File: src/rtl/mem_arb_pkg.sv
// Shared constants, slot type and round-robin helper for the memory port arbiter.
package mem_arb_pkg;

  localparam int unsigned MEM_ARB_ADDR_W = 32;
  localparam int unsigned MEM_ARB_DATA_W = 32;
  // Wide enough for the largest supported requester count (8).
  localparam int unsigned MEM_ARB_IDX_W  = 3;

  typedef struct packed {
    logic                     vld;
    logic [MEM_ARB_IDX_W-1:0] idx;
  } mem_arb_slot_t;

  function automatic logic [MEM_ARB_IDX_W-1:0] rr_next(input logic [MEM_ARB_IDX_W-1:0] idx,
                                                      input int unsigned n);
    if (32'(idx) + 32'd1 >= n) return '0;
    return idx + 1'b1;
  endfunction

endpackage

File: src/rtl/rr_pick.sv
// Round-robin first-one finder: lowest set bit of req at or after ptr, with wrap.
module rr_pick #(
  parameter int unsigned N    = 4,
  parameter int unsigned PtrW = (N > 1) ? $clog2(N) : 1
) (
  input  logic [N-1:0]    req,
  input  logic [PtrW-1:0] ptr,
  output logic            vld,
  output logic [PtrW-1:0] idx
);

  always_comb begin
    logic [PtrW-1:0] j;
    vld = 1'b0;
    idx = '0;
    j   = '0;
    for (int unsigned k = 0; k < N; k++) begin
      j = PtrW'((32'(ptr) + k) % N);
      if (!vld && req[j]) begin
        vld = 1'b1;
        idx = j;
      end
    end
  end

endmodule

File: src/rtl/mem_port_arbiter.sv
// Shares two memory read ports and one write port among NUM_REQ requesters.
// Define MEM_ARB_FWD_EN for write-first read data on same-cycle address collisions.
import mem_arb_pkg::*;

module mem_port_arbiter #(
  parameter int unsigned NUM_REQ = 4,
  parameter int unsigned ADDR_W  = MEM_ARB_ADDR_W,
  parameter int unsigned DATA_W  = MEM_ARB_DATA_W
) (
  input  logic                      clk,
  input  logic                      rst,
  input  logic [NUM_REQ-1:0]        req_valid,
  input  logic [NUM_REQ-1:0]        req_write,
  input  logic [NUM_REQ*ADDR_W-1:0] req_addr,
  input  logic [NUM_REQ*DATA_W-1:0] req_wdata,
  output logic [NUM_REQ-1:0]        req_ready,
  output logic [NUM_REQ-1:0]        rsp_valid,
  output logic [NUM_REQ*DATA_W-1:0] rsp_data,
  output logic [ADDR_W-1:0]         mem_read_address_0,
  output logic [ADDR_W-1:0]         mem_read_address_1,
  input  logic [DATA_W-1:0]         mem_read_data_0,
  input  logic [DATA_W-1:0]         mem_read_data_1,
  output logic [ADDR_W-1:0]         mem_write_address,
  output logic [DATA_W-1:0]         mem_write_data,
  output logic                      mem_write_enable
);

  localparam int unsigned IdxW = (NUM_REQ > 1) ? $clog2(NUM_REQ) : 1;

  logic [IdxW-1:0]    rd_ptr_q, rd_ptr_d, wr_ptr_q, wr_ptr_d;
  logic [NUM_REQ-1:0] rsp_valid_q, rsp_valid_d;
  logic [DATA_W-1:0]  rsp_data_q [NUM_REQ];
  logic [DATA_W-1:0]  rsp_data_d [NUM_REQ];

  logic [ADDR_W-1:0]  addr_arr  [NUM_REQ];
  logic [DATA_W-1:0]  wdata_arr [NUM_REQ];

  logic [NUM_REQ-1:0] rd_req, wr_req, rd_req_s1;
  logic               s0_vld, s1_vld, w_vld;
  logic [IdxW-1:0]    s0_idx, s1_idx, w_idx;
  mem_arb_slot_t      slot0, slot1, wslot, last_rd;
  logic [DATA_W-1:0]  rdata_0, rdata_1;

  for (genvar g = 0; g < NUM_REQ; g++) begin : g_req
    assign addr_arr[g]                  = req_addr[g*ADDR_W +: ADDR_W];
    assign wdata_arr[g]                 = req_wdata[g*DATA_W +: DATA_W];
    assign rsp_data[g*DATA_W +: DATA_W] = rsp_data_q[g];
  end

  assign rd_req = req_valid & ~req_write;
  assign wr_req = req_valid & req_write;

  // Slot 1 scans from the same pointer with slot 0 removed, so it lands on the next reader.
  always_comb begin
    rd_req_s1 = rd_req;
    if (s0_vld) rd_req_s1[s0_idx] = 1'b0;
  end

  rr_pick #(.N(NUM_REQ), .PtrW(IdxW)) u_pick_rd0 (
    .req (rd_req),
    .ptr (rd_ptr_q),
    .vld (s0_vld),
    .idx (s0_idx)
  );

  rr_pick #(.N(NUM_REQ), .PtrW(IdxW)) u_pick_rd1 (
    .req (rd_req_s1),
    .ptr (rd_ptr_q),
    .vld (s1_vld),
    .idx (s1_idx)
  );

  rr_pick #(.N(NUM_REQ), .PtrW(IdxW)) u_pick_wr (
    .req (wr_req),
    .ptr (wr_ptr_q),
    .vld (w_vld),
    .idx (w_idx)
  );

  assign slot0 = '{vld: s0_vld, idx: MEM_ARB_IDX_W'(s0_idx)};
  assign slot1 = '{vld: s1_vld, idx: MEM_ARB_IDX_W'(s1_idx)};
  assign wslot = '{vld: w_vld,  idx: MEM_ARB_IDX_W'(w_idx)};

  always_comb begin
    mem_read_address_0 = s0_vld ? addr_arr[s0_idx] : '0;
    mem_read_address_1 = s1_vld ? addr_arr[s1_idx] : '0;
    mem_write_address  = w_vld  ? addr_arr[w_idx]  : '0;
    mem_write_data     = w_vld  ? wdata_arr[w_idx] : '0;
    mem_write_enable   = w_vld & ~rst;
    req_ready          = '0;
    if (!rst) begin
      if (s0_vld) req_ready[s0_idx] = 1'b1;
      if (s1_vld) req_ready[s1_idx] = 1'b1;
      if (w_vld)  req_ready[w_idx]  = 1'b1;
    end
  end

`ifdef MEM_ARB_FWD_EN
  assign rdata_0 = (w_vld && (mem_write_address == mem_read_address_0)) ? mem_write_data
                                                                         : mem_read_data_0;
  assign rdata_1 = (w_vld && (mem_write_address == mem_read_address_1)) ? mem_write_data
                                                                         : mem_read_data_1;
`else
  assign rdata_0 = mem_read_data_0;
  assign rdata_1 = mem_read_data_1;
`endif

  always_comb begin
    last_rd  = slot1.vld ? slot1 : slot0;
    rd_ptr_d = rd_ptr_q;
    if (last_rd.vld) rd_ptr_d = IdxW'(rr_next(last_rd.idx, NUM_REQ));
    wr_ptr_d = wr_ptr_q;
    if (wslot.vld) wr_ptr_d = IdxW'(rr_next(wslot.idx, NUM_REQ));

    rsp_valid_d = '0;
    rsp_data_d  = rsp_data_q;
    if (s0_vld) begin
      rsp_valid_d[s0_idx] = 1'b1;
      rsp_data_d[s0_idx]  = rdata_0;
    end
    if (s1_vld) begin
      rsp_valid_d[s1_idx] = 1'b1;
      rsp_data_d[s1_idx]  = rdata_1;
    end
  end

  always_ff @(posedge clk or posedge rst) begin
    if (rst) begin
      rd_ptr_q    <= '0;
      wr_ptr_q    <= '0;
      rsp_valid_q <= '0;
      rsp_data_q  <= '{default: '0};
    end else begin
      rd_ptr_q    <= rd_ptr_d;
      wr_ptr_q    <= wr_ptr_d;
      rsp_valid_q <= rsp_valid_d;
      rsp_data_q  <= rsp_data_d;
    end
  end

  assign rsp_valid = rsp_valid_q;

endmodule
File: config.mk
export PLATFORM = sky130hd
export DESIGN_NAME = mem_port_arbiter
export DESIGN_NICKNAME = d
export VERILOG_FILES = /design/src/rtl/mem_arb_pkg.sv /design/src/rtl/rr_pick.sv /design/src/rtl/mem_port_arbiter.sv
export SDC_FILE = /design/constraint.sdc
export NUM_CORES = 1
export LEC_CHECK = 0
export ABC_AREA = 1
export CAP_MARGIN = 30
export CORE_AREA = 3 3 230 232
export CTS_CLUSTER_DIAMETER = 60
export DETAILED_ROUTE_END_ITERATION = 7
export DIE_AREA = 0 0 233 235
export GPL_TIMING_DRIVEN = 0
export PLACE_DENSITY = 0.53
export SYNTH_ARGS = -nofsm -noshare
export SYNTH_HDL_FRONTEND = slang
export SYNTH_SLANG_ARGS = --single-unit
export TNS_END_PERCENT = 20
File: constraint.sdc
create_clock -name clk -period 5.9 [get_ports clk]
set_input_delay 1.18 -clock clk [delete_from_list [all_inputs] [get_ports clk]]
set_output_delay 1.18 -clock clk [all_outputs]
set_load 0.03 [all_outputs]
==> results.py, run 1 <==
metrics = {
    "finish": {
        "drive_gt1_share_pct": 10.0,
        "layout_common_cells": "clkdlybuf4s50_1 (486), o21ai_0 (347), nand2_1 (334)",
        "multi_input_area_um2": 6570,
        "fin_area_um2": 18800,
        "register_area_um2": 3400,
        "fillerInstances": 5496,
        "syn_to_final_growth_pct": 67.1,
        "final_nets": 2781,
        "layout.cells.most_common": "clkdlybuf4s50_1",
    },
    "die": {
        "initial_core_util_pct": 22.0,
        "die_area_um2": 54800,
        "placementRows": 83,
        "io_pins": 595,
        "chipWidth_um": 233,
        "die_h_um": 235,
        "core-area_um2": 51200,
    },
    "worst_setup_path": {
        "cp-start-kind": "input port",
        "ff2ff_path_depth": 15,
        "cpPeakStageDelay_ps": 700,
        "cp.arrival_ps": 4610,
        "worstReg2RegStart": "rd_ptr_q[1]",
        "crit_chain": "clkdlybuf4s50_1 -> nand2_1 -> inv_1 -> o21ai_0 -> nor2_1 -> a21oi_2 -> nand2_1 -> nor2_1 -> nand2_1 -> inv_1 -> clkbuf_1 -> clkbuf_1 -> nor3_1 -> clkdlybuf4s15_1",
        "path_class": "input port to primary output",
        "r2r_slack_ps": 2240,
        "cp_max_fo": 10,
        "cpMostUsedCell": "nand2_1",
        "cp-end-kind": "primary output",
        "rr_endpoint": "rsp_data[21]",
        "crit_required_ps": 4720,
        "crit_path_top_delay_cell": "clkbuf_1",
    },
    "sta": {
        "worst_slack_ps": 109,
        "period_needed_ps": 5790,
        "timing.setup.tns_ps": 0,
        "report.final.slew_viol_count": 0,
        "fin_crit_sh_pct": 98.2,
        "skew_ps": 14.0,
        "hold_slack_ps": 600,
        "hold_viol_final": 0,
        "setup_viol": 0,
        "worst_pin_slew_ps": 844,
        "fmax_ghz": 0.173,
        "relSlewSlack_pct": 43.8,
        "rsz0062_at_grt": "yes",
    },
    "worst_hold_path": {
        "hold_depth": 4,
        "holdCritStartpoint": "rsp_data[127]",
        "hold-path-endpoint": "rsp_data[127]",
        "holdCritPathClass": "register to register",
    },
    "clock_tree": {
        "cts_inserted_buffers": 17,
        "cts_tree": "built",
        "clk_latency_ps": 450,
        "cts_root_buffer": "clkbuf_16",
        "cts_buffer_depth": 2,
        "htreeDepth": 4,
        "clock-sinks": 136,
        "path_clk_slew_ps": 50,
    },
    "grt": {
        "grtUsageTotal_pct": 29.2,
        "grt_pass1_wl_um": 117000,
        "grt_max_degree": 92,
        "grt_antenna_before_repair": 37,
        "grt_pass1_vias": 16100,
        "grt_overflow": 0,
    },
    "drt": {
        "routed_via_density": 5.15,
        "wl_per_cell_um": 26.4,
        "first_pass_iters": 6,
        "drc_errors": 0,
        "ant_nets": 0,
        "via_count": 16300,
        "drtIter0Drc": 1352,
        "drt-total-wl_um": 83800,
    },
    "flow_run": {
        "maxCapViolations": 0,
    },
    "placed_design": {
        "gp_congestion": 0.947,
        "pre_cts_slack_ps": -919,
        "port_buffers": 594,
        "placed_cell_area_um2": 18100,
        "hpwl_um": 65400,
    },
    "synthesis": {
        "yosys.cell_types.count": 32,
        "synthTopCellsByArea": "dfrtp_1 (30%), o21ai_0 (15%), nand2_1 (11%)",
        "netlist_instances": 1828,
        "async_flop_share_pct": 100,
        "yosys_warnings": 0,
        "synth_area_per_cell_um2": 6.15,
        "yosys_register_bits": 136,
        "synth_top_area_share_pct": 30.3,
        "synth_edf_count": 0,
        "syn_nets": 2162,
        "synth_ff_type": "dfrtp_1",
        "yosysSeqAreaShare_pct": 30.3,
        "syn_area_um2": 11200,
        "synth_top_area_cell": "dfrtp_1",
    },
    "status": {
        "status": "complete, no violations",
    },
}
[cell families after synthesis]
kind of cell | Yosys count | synth area share [%]
AO/OA/AOI/OAI | 612 | 28.9
XOR/XNOR | 1 | 0.0779
adder cells (fa/ha/maj) | 4 | 0.445
buffers and inverters | 331 | 12.2
flip-flops | 136 | 30.3
AND/OR/NAND/NOR | 744 | 28.1
[per-layer routing]
layer	global-route usage [%]	vias up	wire [µm]
met5	0	-	79
met4	15.9	12	4790
met3	9.77	206	8430
met2	49.2	940	40200
met1	32.3	7786	30300
li1	-	7400	-
[worst max path at each step]
stage	startpoint	end	cells after the start
finish	req_valid[2]	mem_write_address[14]	14
global route	req_write[0]	req_ready[3]	24
CTS	req_valid[2]	mem_write_address[18]	14
detailed placement	req_write[3]	mem_read_address_0[3]	14
global placement	rst	req_ready[3]	5
floorplan	rst	req_ready[0]	3
[cells in the mapped netlist, types with 2 or more instances]
master     count
a2111oi_0      3
a211oi_1      16
a21oi_1      111
buf_1         13
buf_2         36
buf_4          8
buf_6          7
clkbuf_1      84
dfrtp_1      136
ha_1           4
inv_1        176
inv_2          7
nand2_1      340
nand2_2        9
nand3_1      145
nand3_2       10
nand3b_1      13
nand4_1        4
nor2_1       204
nor2_2         2
nor3_1        13
o211ai_1       6
o21ai_0      348
o21ai_1       76
o221ai_1      19
o22ai_1       32
[through the flow]
stage | utilization, % | instances
2_1_floorplan | - | 1828
3_3_place_gp | 35.2 | 3102
3_5_place_dp | 35.3 | 3103
4_1_cts | 36.5 | 3135
5_1_grt | 36.6 | 3162
6_report | 36.7 | 3171
[registers in the layout, indices dropped and copies added (netlist names)]
signal and cells:
rd_ptr_q 2, rsp_data 128, rsp_valid 4, wr_ptr_q 2
[critical path: cells and delay by family]
kind / cells / cell delay [ps]
and+or+nand+nor: 6 / 680
AOI/OAI and AO/OA: 2 / 390
buffers and inverters: 6 / 2350
[timing repair]
item                                    in CTS  in global routing
resized for setup                          225                169
endpoints found under the hold margin        0                  0
setup buffers                                0                  5
pin swaps                                    0                  6
hold buffers                                 0                  0
endpoints found under the setup margin     132                126
[layout make-up]
type,count,area share [%]
Antenna cell,31,0.413
Clock inverter,10,0.500
Multi-Input combinational cell,1361,35.0
Timing Repair Buffer,600,30.6
Clock buffer,22,2.58
Sequential cell,136,18.1
Tap cell,680,4.53
Buffer,148,4.57
Inverter,183,3.68
Power of run 1 is not shown: default switching activity piles up to over one toggle a cycle in this logic, so the estimate is an artifact.
==> run 2, diff against run 1 <==
CTS_BUF_LIST = sky130_fd_sc_hd__clkbuf_16   (was unset)
==> run 2 against run 1 <==
Against the previous run:
- clock-buffer cell count fell by 5
- worst setup slack got worse by 1.9 ps
- core utilization fell by 0.088 points
- largest cell class unchanged
- clock skew fell by 0.90 ps
- sequential share of layout area barely moved
- die area did not move
- critical path depth rose by 1
- highest routed layer unchanged
- via count rose by 0.28%
- global-route usage barely moved
- routed wire length rose by 0.12%
==> results.py, run 2 (synthesis gave the netlist of run 1 again) <==
metrics = {
    "status": {
        "status": "complete, no violations",
    },
    "worst_hold_path": {
        "holdCritPathClass": "register to register",
        "hold_depth": 4,
    },
    "drt": {
        "via_count": 16400,
        "highest_layer": "met5",
        "wl_per_cell_um": 26.5,
        "wl_met1_um": 30200,
        "routed_via_density": 5.17,
        "ant_nets": 0,
        "wl_met3_um": 8560,
        "drt-total-wl_um": 83900,
        "drc_errors": 0,
        "drtIter0Drc": 1324,
        "met2_length_um": 40400,
        "first_pass_iters": 6,
    },
    "clock_tree": {
        "cts_root_buffer": "clkbuf_16",
        "clk_latency_ps": 450,
        "cts_tree": "built",
        "cts_inserted_buffers": 17,
        "path_clk_slew_ps": 50,
        "cts_buffer_depth": 2,
        "clock-sinks": 136,
        "htreeDepth": 4,
    },
    "placed_design": {
        "gp_congestion": 0.947,
        "port_buffers": 594,
        "hpwl_um": 65400,
    },
    "grt": {
        "grt_overflow": 0,
        "grt_max_degree": 92,
        "grt_antenna_before_repair": 37,
        "grtUsageTotal_pct": 29.2,
        "grt_pass1_wl_um": 117000,
        "grt_pass1_vias": 16100,
    },
    "sta": {
        "fmax_ghz": 0.173,
        "rsz0062_at_grt": "yes",
        "hold_viol_final": 0,
        "setup_viol": 0,
        "report.final.slew_viol_count": 0,
        "period_needed_ps": 5790,
        "skew_ps": 13.1,
        "hold_slack_ps": 600,
        "relSlewSlack_pct": 45.2,
        "worst_pin_slew_ps": 822,
        "fin_crit_sh_pct": 98.2,
    },
    "finish": {
        "final_nets": 2781,
        "layout_common_cells": "clkdlybuf4s50_1 (486), o21ai_0 (347), nand2_1 (334)",
        "syn_to_final_growth_pct": 66.7,
        "final_util_pct": 36.6,
        "largest_reg_flops": 128,
        "layout.cells.most_common": "clkdlybuf4s50_1",
        "drive_gt1_share_pct": 9.84,
    },
    "worst_setup_path": {
        "cp.arrival_ps": 4610,
        "cp-end-kind": "primary output",
        "crit_required_ps": 4720,
        "cp_max_fo": 10,
        "ff2ff_path_depth": 15,
        "cp-start-kind": "input port",
        "path_class": "input port to primary output",
    },
    "die": {
        "core-area_um2": 51200,
        "io_pins": 595,
        "initial_core_util_pct": 22.0,
        "die_h_um": 235,
        "chipWidth_um": 233,
        "die_area_um2": 54800,
        "placementRows": 83,
    },
    "flow_run": {
        "maxCapViolations": 0,
    },
}
[run 2: timing repair]
action | 4_1_cts | 5_1_grt
pin swaps | 0 | 6
setup buffers | 0 | 5
setup endpoints to repair | 132 | 126
gates resized for setup | 225 | 169
hold buffers | 0 | 0
[run 2: worst paths after layout]
kind	from	to	slack, ps
setup reg to reg	rd_ptr_q[1]	rsp_data[21]	2240
min in group asynchronous	rst	rsp_valid[1]	1200
max in group asynchronous	rst	rsp_data[3]	3770
hold reg to reg	rsp_data[127]	rsp_data[127]	600
hold / removal	rsp_data[127]	rsp_data[127]	600
setup / recovery	req_valid[2]	mem_write_address[17]	110
[run 2: cell type report]
| class | count | area [µm²] |
|---|---|---|
| buffer | 148 | 858 |
| inverter | 183 | 692 |
| antenna | 29 | 72.6 |
| multi-input combinational | 1361 | 6570 |
| sequential | 136 | 3400 |
| clock inverter | 15 | 113 |
| clock buffer | 17 | 425 |
| tap | 680 | 851 |
| fill | 5506 | 32500 |
| timing repair buffer | 600 | 5760 |
[run 2: per-stage QoR]
step / std cells / instance area (µm²) / setup WS [ps] / TNS, ps
after floorplan: 1828 / 11200 / 216 / 0
after global placement: 3102 / 18000 / -2730 / -258490
after detailed placement: 3103 / 18100 / -919 / -75200
after CTS: 3135 / 18700 / -162 / -393
after global routing: 3162 / 18700 / -40.8 / -201
final: 3169 / 18700 / 107 / 0
[run 2: metal layers]
metal	GRT usage (%)	vias up
met3	9.77	214
met4	15.9	12
met1	32.3	7828
li1	-	7397
met5	0	-
met2	49.2	939
[run 2: critical path, stage by stage]
cell and delay (ps):
clkdlybuf4s50_1 540, nand2_1 110, inv_1 50, o21ai_0 240
nand2_1 80, o21ai_1 140, nor2_1 110, or3_1 370
nand2_2 160, clkbuf_4 270, buf_4 240, buf_2 320
a21oi_1 130, nor3_2 290, clkdlybuf4s15_2 380
Power of run 2 is left out for the same reason.
